## src/rtl/fp_pkg.sv

```systemverilog
// fp_pkg: shared constants and helpers for the floating-point normalise/round path.
//   - Rounding-mode encodings (RM_*), matching the 2-bit in_rm port.
//   - Bit positions of the {overflow, underflow, inexact} flag vector.
//   - fp32 default field widths.
//   - round_inc(): rounding increment decision from mode, sign and L/G/R/S.
package fp_pkg;

    localparam logic [1:0] RM_RNE = 2'd0;   // round to nearest, ties to even
    localparam logic [1:0] RM_RTZ = 2'd1;   // round toward zero
    localparam logic [1:0] RM_RUP = 2'd2;   // round toward +inf
    localparam logic [1:0] RM_RDN = 2'd3;   // round toward -inf

    localparam int FLAG_OVF = 2;
    localparam int FLAG_UNF = 1;
    localparam int FLAG_NX  = 0;

    localparam int FP32_EXP_W = 8;
    localparam int FP32_MAN_W = 23;

    // Decide whether one unit in the last place is added to the significand.
    function automatic logic round_inc(
        input logic [1:0] rm,
        input logic       sign,
        input logic       lsb,
        input logic       guard,
        input logic       rnd,
        input logic       sticky
    );
        logic inc;
        case (rm)
            RM_RNE:  inc = guard & (rnd | sticky | lsb);
            RM_RTZ:  inc = 1'b0;
            RM_RUP:  inc = ~sign & (guard | rnd | sticky);
            default: inc = sign & (guard | rnd | sticky);
        endcase
        return inc;
    endfunction

endpackage

```

## src/rtl/fp_lzc.sv

```systemverilog
// fp_lzc: parametrised log-step leading-zero counter.
//   din      - vector to scan, MSB first.
//   count    - number of zeros above the most significant 1; equals W when din is 0.
//   all_zero - din contains no set bit.
// The input is padded with zeros on the LSB side up to a power of two, then each
// level checks whether the upper half of the current window is zero, records one
// count bit and keeps the half that still holds the leading one. If din is zero
// the final surviving bit is zero, which doubles as the all-zero indication.
module fp_lzc #(
    parameter int W     = 27,
    parameter int CNT_W = $clog2(W + 1)
) (
    input  logic [W-1:0]     din,
    output logic [CNT_W-1:0] count,
    output logic             all_zero
);

    localparam int CW = (W > 1) ? $clog2(W) : 1;
    localparam int P  = 1 << CW;

    logic [P-1:0]  padded;
    logic [CW-1:0] cnt;
    logic          last_bit;

    generate
        if (P > W) begin : g_pad
            assign padded = {din, {(P - W){1'b0}}};
        end else begin : g_nopad
            assign padded = din;
        end
    endgenerate

    generate
        for (genvar gi = 0; gi < CW; gi++) begin : g_lvl
            localparam int WW = P >> gi;
            localparam int HW = WW / 2;

            logic [WW-1:0] win;
            logic [HW-1:0] nxt;
            logic          hi_zero;

            if (gi == 0) begin : g_first
                assign win = padded;
            end else begin : g_chain
                assign win = g_lvl[gi-1].nxt;
            end

            assign hi_zero         = ~|win[WW-1:HW];
            assign cnt[CW-1-gi]    = hi_zero;
            assign nxt             = hi_zero ? win[HW-1:0] : win[WW-1:HW];
        end
    endgenerate

    assign last_bit = g_lvl[CW-1].nxt[0];
    assign all_zero = ~last_bit;
    assign count    = all_zero ? CNT_W'(W) : CNT_W'(cnt);

endmodule

```

## src/rtl/fp_norm_round_pipe.sv

```systemverilog
// fp_norm_round_pipe: three-stage normalise-and-round stage of the FP adder.
//   clk, rst             - clock and synchronous active-high reset.
//   in_valid / in_ready  - input handshake.
//   in_sign, in_exp      - result sign and biased pre-normalisation exponent.
//   in_frac              - {carry, hidden, mantissa[MAN_W], guard, round, sticky}.
//   in_rm                - rounding mode (RM_* in fp_pkg).
//   in_tag               - opaque sideband returned with the result.
//   out_valid / out_ready- output handshake.
//   out_result           - {sign, exponent, mantissa}.
//   out_tag, out_flags   - tag and {overflow, underflow, inexact}.
// Stages: S1 registers inputs plus leading-zero count, S2 holds the normalised
// fraction/exponent, S3 holds the packed result. Each stage loads when empty or
// when its content moves on, so bubbles collapse and ready ripples back
// combinationally from out_ready.
module fp_norm_round_pipe
    import fp_pkg::*;
#(
    parameter int EXP_W = FP32_EXP_W,
    parameter int MAN_W = FP32_MAN_W,
    parameter int TAG_W = 4
) (
    input  logic                   clk,
    input  logic                   rst,
    input  logic                   in_valid,
    output logic                   in_ready,
    input  logic                   in_sign,
    input  logic [EXP_W-1:0]       in_exp,
    input  logic [MAN_W+4:0]       in_frac,
    input  logic [1:0]             in_rm,
    input  logic [TAG_W-1:0]       in_tag,
    output logic                   out_valid,
    input  logic                   out_ready,
    output logic [EXP_W+MAN_W:0]   out_result,
    output logic [TAG_W-1:0]       out_tag,
    output logic [2:0]             out_flags
);

    localparam int FW   = MAN_W + 5;          // full input fraction width
    localparam int NW   = FW - 1;             // fraction width without carry
    localparam int LZ_W = $clog2(NW + 1);
    localparam int EW2  = EXP_W + 2;          // signed exponent working width

    localparam logic signed [EW2-1:0] EXP_ONE = {{(EW2-1){1'b0}}, 1'b1};
    localparam logic signed [EW2-1:0] EXP_MAX = {2'b00, {EXP_W{1'b1}}};

    // ---------------- handshake ----------------
    logic s1_valid_reg, s2_valid_reg, s3_valid_reg;
    logic s1_en, s2_en, s3_en;

    assign s3_en    = ~s3_valid_reg | out_ready;
    assign s2_en    = ~s2_valid_reg | s3_en;
    assign s1_en    = ~s1_valid_reg | s2_en;
    assign in_ready = s1_en;

    always_ff @(posedge clk) begin
        if (rst) begin
            s1_valid_reg <= 1'b0;
            s2_valid_reg <= 1'b0;
            s3_valid_reg <= 1'b0;
        end else begin
            if (s1_en) s1_valid_reg <= in_valid;
            if (s2_en) s2_valid_reg <= s1_valid_reg;
            if (s3_en) s3_valid_reg <= s2_valid_reg;
        end
    end

    // ---------------- S1: classify ----------------
    logic [LZ_W-1:0] lz_next;
    logic            low_zero;
    logic            s1_zero_next;

    fp_lzc #(
        .W     (NW),
        .CNT_W (LZ_W)
    ) u_lzc (
        .din      (in_frac[NW-1:0]),
        .count    (lz_next),
        .all_zero (low_zero)
    );

    assign s1_zero_next = low_zero & ~in_frac[FW-1];

    logic             s1_sign_reg;
    logic [EXP_W-1:0] s1_exp_reg;
    logic [FW-1:0]    s1_frac_reg;
    logic [1:0]       s1_rm_reg;
    logic [TAG_W-1:0] s1_tag_reg;
    logic [LZ_W-1:0]  s1_lz_reg;
    logic             s1_zero_reg;

    always_ff @(posedge clk) begin
        if (s1_en) begin
            s1_sign_reg <= in_sign;
            s1_exp_reg  <= in_exp;
            s1_frac_reg <= in_frac;
            s1_rm_reg   <= in_rm;
            s1_tag_reg  <= in_tag;
            s1_lz_reg   <= lz_next;
            s1_zero_reg <= s1_zero_next;
        end
    end

    // ---------------- S2: normalise ----------------
    // After normalisation the carry position is always clear, so S2 keeps only
    // {hidden, mantissa, G, R, S}.
    logic signed [EW2-1:0] exp_ext, lz_ext;
    logic [NW-1:0]         s2_frac_next;
    logic signed [EW2-1:0] s2_exp_next;

    assign exp_ext = {2'b00, s1_exp_reg};
    assign lz_ext  = {{(EW2-LZ_W){1'b0}}, s1_lz_reg};

    always_comb begin
        s2_frac_next = '0;
        s2_exp_next  = '0;
        if (s1_zero_reg) begin
            s2_frac_next = '0;
            s2_exp_next  = '0;
        end else if (s1_frac_reg[FW-1]) begin
            // The bit dropped off the bottom folds into sticky.
            s2_frac_next = {s1_frac_reg[FW-1:2], s1_frac_reg[1] | s1_frac_reg[0]};
            s2_exp_next  = exp_ext + EXP_ONE;
        end else begin
            s2_frac_next = s1_frac_reg[NW-1:0] << s1_lz_reg;
            s2_exp_next  = exp_ext - lz_ext;
        end
    end

    logic                  s2_sign_reg;
    logic signed [EW2-1:0] s2_exp_reg;
    logic [NW-1:0]         s2_frac_reg;
    logic [1:0]            s2_rm_reg;
    logic [TAG_W-1:0]      s2_tag_reg;
    logic                  s2_zero_reg;

    always_ff @(posedge clk) begin
        if (s2_en) begin
            s2_sign_reg <= s1_sign_reg;
            s2_exp_reg  <= s2_exp_next;
            s2_frac_reg <= s2_frac_next;
            s2_rm_reg   <= s1_rm_reg;
            s2_tag_reg  <= s1_tag_reg;
            s2_zero_reg <= s1_zero_reg;
        end
    end

    // ---------------- S3: round and pack ----------------
    logic                  g_bit, r_bit, s_bit, l_bit, inc;
    logic [MAN_W+1:0]      sig_sum;
    logic [MAN_W-1:0]      rnd_man;
    logic signed [EW2-1:0] rnd_exp;
    logic                  ovf, unf, inexact;
    logic [EXP_W+MAN_W:0]  s3_result_next;
    logic [2:0]            s3_flags_next;

    assign l_bit = s2_frac_reg[3];
    assign g_bit = s2_frac_reg[2];
    assign r_bit = s2_frac_reg[1];
    assign s_bit = s2_frac_reg[0];

    assign inc     = round_inc(s2_rm_reg, s2_sign_reg, l_bit, g_bit, r_bit, s_bit);
    assign sig_sum = {1'b0, s2_frac_reg[NW-1:3]} + {{(MAN_W+1){1'b0}}, inc};
    // A carry out of the significand means it became 10.00..0: renormalise.
    assign rnd_man = sig_sum[MAN_W+1] ? sig_sum[MAN_W:1] : sig_sum[MAN_W-1:0];
    assign rnd_exp = s2_exp_reg + $signed({{(EW2-1){1'b0}}, sig_sum[MAN_W+1]});

    assign inexact = g_bit | r_bit | s_bit;
    assign ovf     = (rnd_exp >= EXP_MAX);
    // Underflow is judged on the normalised exponent, before rounding.
    assign unf     = s2_exp_reg[EW2-1] | (s2_exp_reg == '0);

    always_comb begin
        s3_result_next = {s2_sign_reg, rnd_exp[EXP_W-1:0], rnd_man};
        s3_flags_next  = '0;
        s3_flags_next[FLAG_NX] = inexact;
        if (s2_zero_reg) begin
            s3_result_next = {s2_sign_reg, {(EXP_W+MAN_W){1'b0}}};
            s3_flags_next  = '0;
        end else if (unf) begin
            s3_result_next = {s2_sign_reg, {(EXP_W+MAN_W){1'b0}}};
            s3_flags_next[FLAG_UNF] = 1'b1;
            s3_flags_next[FLAG_NX]  = 1'b1;
        end else if (ovf) begin
            // Saturate to infinity or to the largest finite value depending on
            // whether the mode rounds away from zero for this sign.
            if ((s2_rm_reg == RM_RNE) ||
                (s2_rm_reg == RM_RUP && !s2_sign_reg) ||
                (s2_rm_reg == RM_RDN &&  s2_sign_reg)) begin
                s3_result_next = {s2_sign_reg, {EXP_W{1'b1}}, {MAN_W{1'b0}}};
            end else begin
                s3_result_next = {s2_sign_reg, {(EXP_W-1){1'b1}}, 1'b0, {MAN_W{1'b1}}};
            end
            s3_flags_next[FLAG_OVF] = 1'b1;
            s3_flags_next[FLAG_NX]  = 1'b1;
        end
    end

    logic [EXP_W+MAN_W:0] s3_result_reg;
    logic [2:0]           s3_flags_reg;
    logic [TAG_W-1:0]     s3_tag_reg;

    always_ff @(posedge clk) begin
        if (s3_en) begin
            s3_result_reg <= s3_result_next;
            s3_flags_reg  <= s3_flags_next;
            s3_tag_reg    <= s2_tag_reg;
        end
    end

    // Data registers are not reset; gating by the valid keeps outputs at zero
    // after reset and when the stage is empty.
    assign out_valid  = s3_valid_reg;
    assign out_result = s3_valid_reg ? s3_result_reg : '0;
    assign out_tag    = s3_valid_reg ? s3_tag_reg    : '0;
    assign out_flags  = s3_valid_reg ? s3_flags_reg  : '0;

endmodule
```

## config.mk

```make
export PLATFORM = sky130hd
export DESIGN_NAME = fp_norm_round_pipe
export DESIGN_NICKNAME = d
export VERILOG_FILES = /design/src/rtl/fp_pkg.sv /design/src/rtl/fp_lzc.sv /design/src/rtl/fp_norm_round_pipe.sv
export SDC_FILE = /design/constraint.sdc
export NUM_CORES = 1
export LEC_CHECK = 0
export BUFFER_PORTS_ARGS = -buffer_cell sky130_fd_sc_hd__buf_2
export CAP_MARGIN = 5
export CORE_ASPECT_RATIO = 0.8
export CORE_UTILIZATION = 40
export DETAILED_ROUTE_END_ITERATION = 8
export PLACE_DENSITY = 0.61
export RECOVER_POWER = 100
export SETUP_SLACK_MARGIN = 0.5
export SYNTH_ARGS = -nofsm -noshare
export SYNTH_HDL_FRONTEND = slang
export SYNTH_SLANG_ARGS = --single-unit
```

## constraint.sdc

```tcl
create_clock -name clk -period 4.7 [get_ports clk]
set_clock_uncertainty 0.2 [all_clocks]
set_input_delay 1.41 -clock clk [delete_from_list [all_inputs] [get_ports clk]]
set_output_delay 1.41 -clock clk [all_outputs]
set_load 0.02 [all_outputs]
```

# ---- Word level (Yosys, flattened, before mapping)
# Index checks and enable logic that the tools add are counted.
dict set report word_totals {
  regBits 136
  output_inout_bits 41
  inputBits 47
}
dict set report classes {
  bitwise_logic 19
  eq_ne 3
  shift 1
  n_reduce_logical 17
  add_sub_neg 4
  mux 18
  n_lt_le_gt_ge 1
}
# cell count
set op_table {}
lappend op_table {{2-to-1 mux 32 bit} 1}
lappend op_table {{2-to-1 mux 31 bit} 1}
lappend op_table {{2-to-1 mux 27 bit} 1}
lappend op_table {{<< shifter 27 x 5 -> 27 bit} 1}
lappend op_table {{adder 24 x 1 -> 25 bit} 1}
lappend op_table {{2-to-1 mux 24 bit} 1}
lappend op_table {{2-to-1 mux 23 bit} 1}
lappend op_table {{2-to-1 mux 16 bit} 1}
lappend op_table {{OR reduction 16 bit} 1}
lappend op_table {{adder 10 x 2 -> 10 bit} 1}
lappend op_table {{>= comparator 10 x 9 -> 1 bit, second input constant} 1}
lappend op_table {{zero test 10 bit} 1}
lappend op_table {{2-to-1 mux 10 bit} 1}
lappend op_table {{adder 8 x 1 -> 9 bit, second input constant} 1}
lappend op_table {{OR 1 bit} 9}
lappend op_table {{subtractor 8 x 5 -> 9 bit} 1}
lappend op_table {{2-to-1 mux 4 bit} 2}
lappend op_table {{2-to-1 mux 8 bit} 1}
lappend op_table {{OR reduction 8 bit} 1}
lappend op_table {{zero test 1 bit} 6}
lappend op_table {{inverter 1 bit} 6}
lappend op_table {{2-to-1 mux 1 bit} 5}
lappend op_table {{AND 1 bit} 4}
lappend op_table {{== test 2 bit, second input constant} 2}
lappend op_table {{other kinds (9)} 12}

# ---- Logic depth before layout (Yosys ltp)
dict set report depth {
  depth_word 11
  mapped_depth 19
  depth_no_buf 18
}

# ---- Cells and area by module
# From an unflattened synthesis, not the netlist that was laid out.
dict set report unflattened {
  hier_cells 708
  hier_area_um2 7777.5
}
# mod cells_each seq_area_each_um2 area_per_inst_um2 instances
set by_module_without_submodules {}
lappend by_module_without_submodules {fp_norm_round_pipe 656 4053.9 7394.6 1}
lappend by_module_without_submodules {fp_lzc 52 0.0 382.9 1}

# ---- Least setup slack after synthesis
# No wires, ideal clock.
dict set report synth_path {
  path_type {input to output}
  from {input port out_ready}
  to {output port in_ready}
  path_buffers 0
  path_stages 3
  t_required_ns 3.090
  setup_slack_ns 0.273
  arrival_time_ns 2.817
  path_cell_list {nor2b_1 > and2_1 > nand2_1}
}
dict set report synth_via {
  elab_chain_len 3
}
# item line
set synth_rtl {}
lappend synth_rtl {{start, declared} fp_norm_round_pipe.sv:32} ;# input logic out_ready,
lappend synth_rtl {{OR 1 bit} fp_norm_round_pipe.sv:50} ;# assign s3_en = ~s3_valid_reg | out_ready;
lappend synth_rtl {{OR 1 bit} fp_norm_round_pipe.sv:51} ;# assign s2_en = ~s2_valid_reg | s3_en;
lappend synth_rtl {{OR 1 bit} fp_norm_round_pipe.sv:52} ;# assign s1_en = ~s1_valid_reg | s2_en;
lappend synth_rtl {{end, declared} fp_norm_round_pipe.sv:25} ;# output logic in_ready,
# No other way between the ends.

# ---- Worst setup path in the final report
dict set report layout_path {
  from {register s2_rm_reg[1]}
  to {register s3_result_reg[4] (data pin)}
}
dict set report layout_via {
  elab_chain_len 6
}
# item line
set layout_rtl {}
lappend layout_rtl {{start, declared} fp_norm_round_pipe.sv:132} ;# logic [1:0] s2_rm_reg;
lappend layout_rtl {{start signal, assigned} fp_norm_round_pipe.sv:141} ;# s2_rm_reg <= s1_rm_reg;
lappend layout_rtl {{== test 2 bit, or another cell as far along} {fp_pkg.sv:30, fp_norm_round_pipe.sv:187}}
lappend layout_rtl {{case mux 1 bit (3 select lines) / logical AND 1 bit (equally long branches)} {fp_pkg.sv:30, fp_norm_round_pipe.sv:187}}
lappend layout_rtl {{adder 24 x 1 -> 25 bit / logical OR 1 bit (equally long branches)} {fp_norm_round_pipe.sv:162, fp_norm_round_pipe.sv:186}}
lappend layout_rtl {{adder 10 x 2 -> 10 bit / logical OR 1 bit (equally long branches)} {fp_norm_round_pipe.sv:165, fp_norm_round_pipe.sv:187}}
lappend layout_rtl {{>= comparator 10 x 9 -> 1 bit / 2-to-1 mux 24 bit (equally long branches)} {fp_norm_round_pipe.sv:168, fp_norm_round_pipe.sv:186}}
lappend layout_rtl {{2-to-1 mux 31 bit *} fp_norm_round_pipe.sv:183} ;# end else if (ovf) begin
lappend layout_rtl {{end signal, assigned} fp_norm_round_pipe.sv:204} ;# s3_result_reg <= s3_result_next;
lappend layout_rtl {{end, declared} fp_norm_round_pipe.sv:198} ;# logic [EXP_W+MAN_W:0] s3_result_reg;
# Every way passes the cells marked *; elsewhere a longest branch is shown, timed or not.
# A chain may end at the register's enable or synchronous reset.

==> results.md <==
* Grt ovf at 0
* Final min period at 4.26 ns
* Pre-Repair DR Iteration Count at 5
* FF-to-FF path depth at 19
* Sequential share of the synthesized area at 0.519
* Place WS at -0.00198 ns
* Max Cap Viol at 3
* Final wirelength at 19500 microns
* Routed len/inst at 18.0 microns
* # nets final at 874
* Reg-to-Reg End: s3_result_reg[4]
* TNS Setup at 0 ns
* Hold buffer count at CTS at 0
* Fmax at 0.235 GHz
* Latest clock arrival within the worst-skew pair at 0.42 ns
* Port buffer count at 87
* DP HPWL at 14000 microns
* Initial antenna violation count at 0
* FF-to-FF Start: s2_rm_reg[1]
* Clk sinks at 136
* CTS tree: yes
* Row cnt at 45
* Synth top area cells: edfxtp_1, and2_1, nor2_1, mux2i_1, nand2_1
* Number of distinct library cells after synthesis at 70
* Die Wd at 158 microns
* Final setup violation count at 0
* Worst Min Path Start: s1_tag_reg[1]
* Status: complete, but fails checks
* Largest net degree at the start of global routing at 50
* Via count at 6031
* Clk root buf: clkbuf_16
* Vias in the first global route at 5768
* Arrival @ worst endpoint at 4.21 ns
* I/O pins at 88
* Vias per inst at 5.55
* Ys flop type: edfxtp_1
* PD cells at 347 nW/um^2
* Post-route setup slack at 0.437 ns
* Mapped cell area at 7820 sq um
* Worst Setup Start Kind: flip-flop
* Final ANT Viol Nets at 0
* First-pass GRT wire length at 30500 microns
* Syn avg cell area at 10.8 sq um
* Die height at 127 microns
* Starting Density at 0.411
* Final Slew Violations at 122
* Syn Inst Count at 723
* Initial DRC count at 465
* Post-Layout Cell Count at 1086
* Total track usage at 0.197
* Critical Path RT at 4.65 ns
* VDD IR-drop max at 0.210 mV
* Cts bufs inserted at 17
* CTS clk-pin slew, worst paths at 0.06 ns
* Post-synth top area share at 0.511
* Ys Warns at 0
* Hold Path End: s2_tag_reg[1]
* Final hold violation count at 0
* Worst-Margin Slew at 2.28 ns
* DRC at 0
* Reg2reg setup slack at 0.44 ns
* Largest buffer count on any clock path at 2
* EDFF count, synth at 133
* CTS H-Tree Depth at 4
* Violated checks: max-capacitance violations, max-slew violations
* Lkg Pwr at 3.51 nW
* Die area at 20100 sq um
* Placed insts at 1039
* Hold Path Class: flip-flop to flip-flop
* Max FO, Critical Path at 23
* Relative slew slack at -0.521
* Post-synthesis net count at 782
* Ys async rst share at 0
* Hold depth at 0
* Pwr Total at 3.20 mW
* Syn-to-layout area delta at 18.1%
* Flop and latch count out of synthesis at 136
* Gpl congestion at 0.940
* Final Cycle Share at 0.907
* Core Area at 19000 sq um
* Share of post-route cells with drive strength above 1 at 0.153
* Max reg flops at 32
* RSZ-0062 raised after global routing: no
* Critical path class: flip-flop to flip-flop
* Cell taking the most area after synthesis: edfxtp_1
* Crit end category: flip-flop
* # diodes at 0
[layer usage]
| metal | global-route usage | part of all wire | up-vias |
|---|---|---|---|
| met5 | 0 | 0 | - |
| met4 | 0.0718 | 0.021 | 0 |
| met3 | 0.0363 | 0.060 | 35 |
| met2 | 0.303 | 0.45 | 252 |
| met1 | 0.279 | 0.47 | 2824 |
| li1 | - | - | 2920 |
[through the flow]
| step | cell area (sq um) | hold slack [ns] | utilization |
|---|---|---|---|
| 6_report | 9230 | 0.219 | 0.485 |
| 5_1_grt | 9230 | 0.230 | 0.485 |
| 4_1_cts | 9160 | 0.221 | 0.481 |
| 3_5_place_dp | 8490 | 0.205 | 0.446 |
| 3_3_place_gp | 8490 | 0.207 | 0.446 |
| 2_1_floorplan | 7820 | 0.200 | - |
[layout by cell type, fill, tap and decap left out, types with 13 or more instances in the layout]
master     instances
and2_1            35
clkbuf_16         19
mux2i_1           27
buf_4             15
clkbuf_1          55
nor2_1            75
nor3_1            15
o21ai_0           36
edfxtp_1         133
nand2_1           57
a21oi_1           32
a22oi_1           13
nand3_1           20
o31ai_1           13
xor2_1            20
buf_2             38
[cell type report]
class | count | area [sq um]
well taps | 258 | 323
fillers | 1775 | 9800
repair buffers | 115 | 619
clock buffers | 17 | 425
multi-input cells | 531 | 3610
flip-flops and latches | 136 | 4050
inverters | 14 | 52.6
clock inverters | 15 | 150
[kinds of logic (layout without fill, tap and decap cells)]
kind of cell,after synthesis,in the layout,synth area share
mux,48,48,0.0749
fa+ha+maj,12,12,0.0202
buf+inv,56,161,0.0298
simple gates,280,280,0.183
compound gates,159,159,0.138
xor+xnor,32,32,0.0359
flops,136,136,0.519
[worst max-delay path, cell delays in order, from the launching register on]
cell	delay, ns
edfxtp_1	0.39
nor2b_1	0.15
ha_1	0.27
nor2_1	0.04
nand2_1	0.07
nand2_1	0.08
ha_4	0.20
ha_4	0.17
nand3_4	0.07
nand2b_4	0.17
nor4_4	0.05
ha_1	0.23
ha_1	0.26
buf_4	0.16
nand2_1	0.09
or3b_2	0.48
o211ai_1	0.32
a21o_1	0.30
buf_12	0.17
o21ai_0	0.12
[what timing repair did]
action,in CTS,in global routing
setup endpoints to repair,33,33
buffers inserted,3,10
pin swaps,2,4
gates resized for setup,13,16
cloned,0,2
hold endpoints to repair,0,0
[how the worst max path moves through the flow]
stage | from | to | slack (ns) | depth (start not counted)
after CTS | s2_rm_reg[1] | s3_result_reg[20] | 0.50 | 18
after detailed placement | s2_rm_reg[1] | s3_result_reg[11] | -0.002 | 19
after floorplan | s2_rm_reg[1] | s3_result_reg[0] | 0.62 | 19
after global routing | s2_frac_reg[2] | s3_result_reg[20] | 0.22 | 18
final | s2_rm_reg[1] | s3_result_reg[4] | 0.44 | 19
after global placement | s2_rm_reg[1] | s3_result_reg[16] | 0.26 | 18
[cell usage after synthesis (all sizes together), types with 6 or more instances]
library cell  number
and3              12
a211oi             6
buf               16
mux2i             27
a22oi             13
mux4               7
nand2             57
o31ai             14
nor3              15
nand3             22
inv               13
o21a               8
o22ai              7
nor4              13
a21oi             32
nor2b             11
nand4              6
o21ai             36
xnor2             12
ha                11
nor2              75
clkbuf            26
edfxtp           133
and2              47
mux2              14
xor2              20
[report_power, final]
part / total [mW] / switching [mW] / internal [mW]
Combinational: 0.387 / 0.222 / 0.164
Sequential: 1.54 / 0.0829 / 1.46
Clock: 1.27 / 0.565 / 0.707
Total: 3.20 / 0.870 / 2.33
Note: power is estimated with default switching activity, not from simulation.
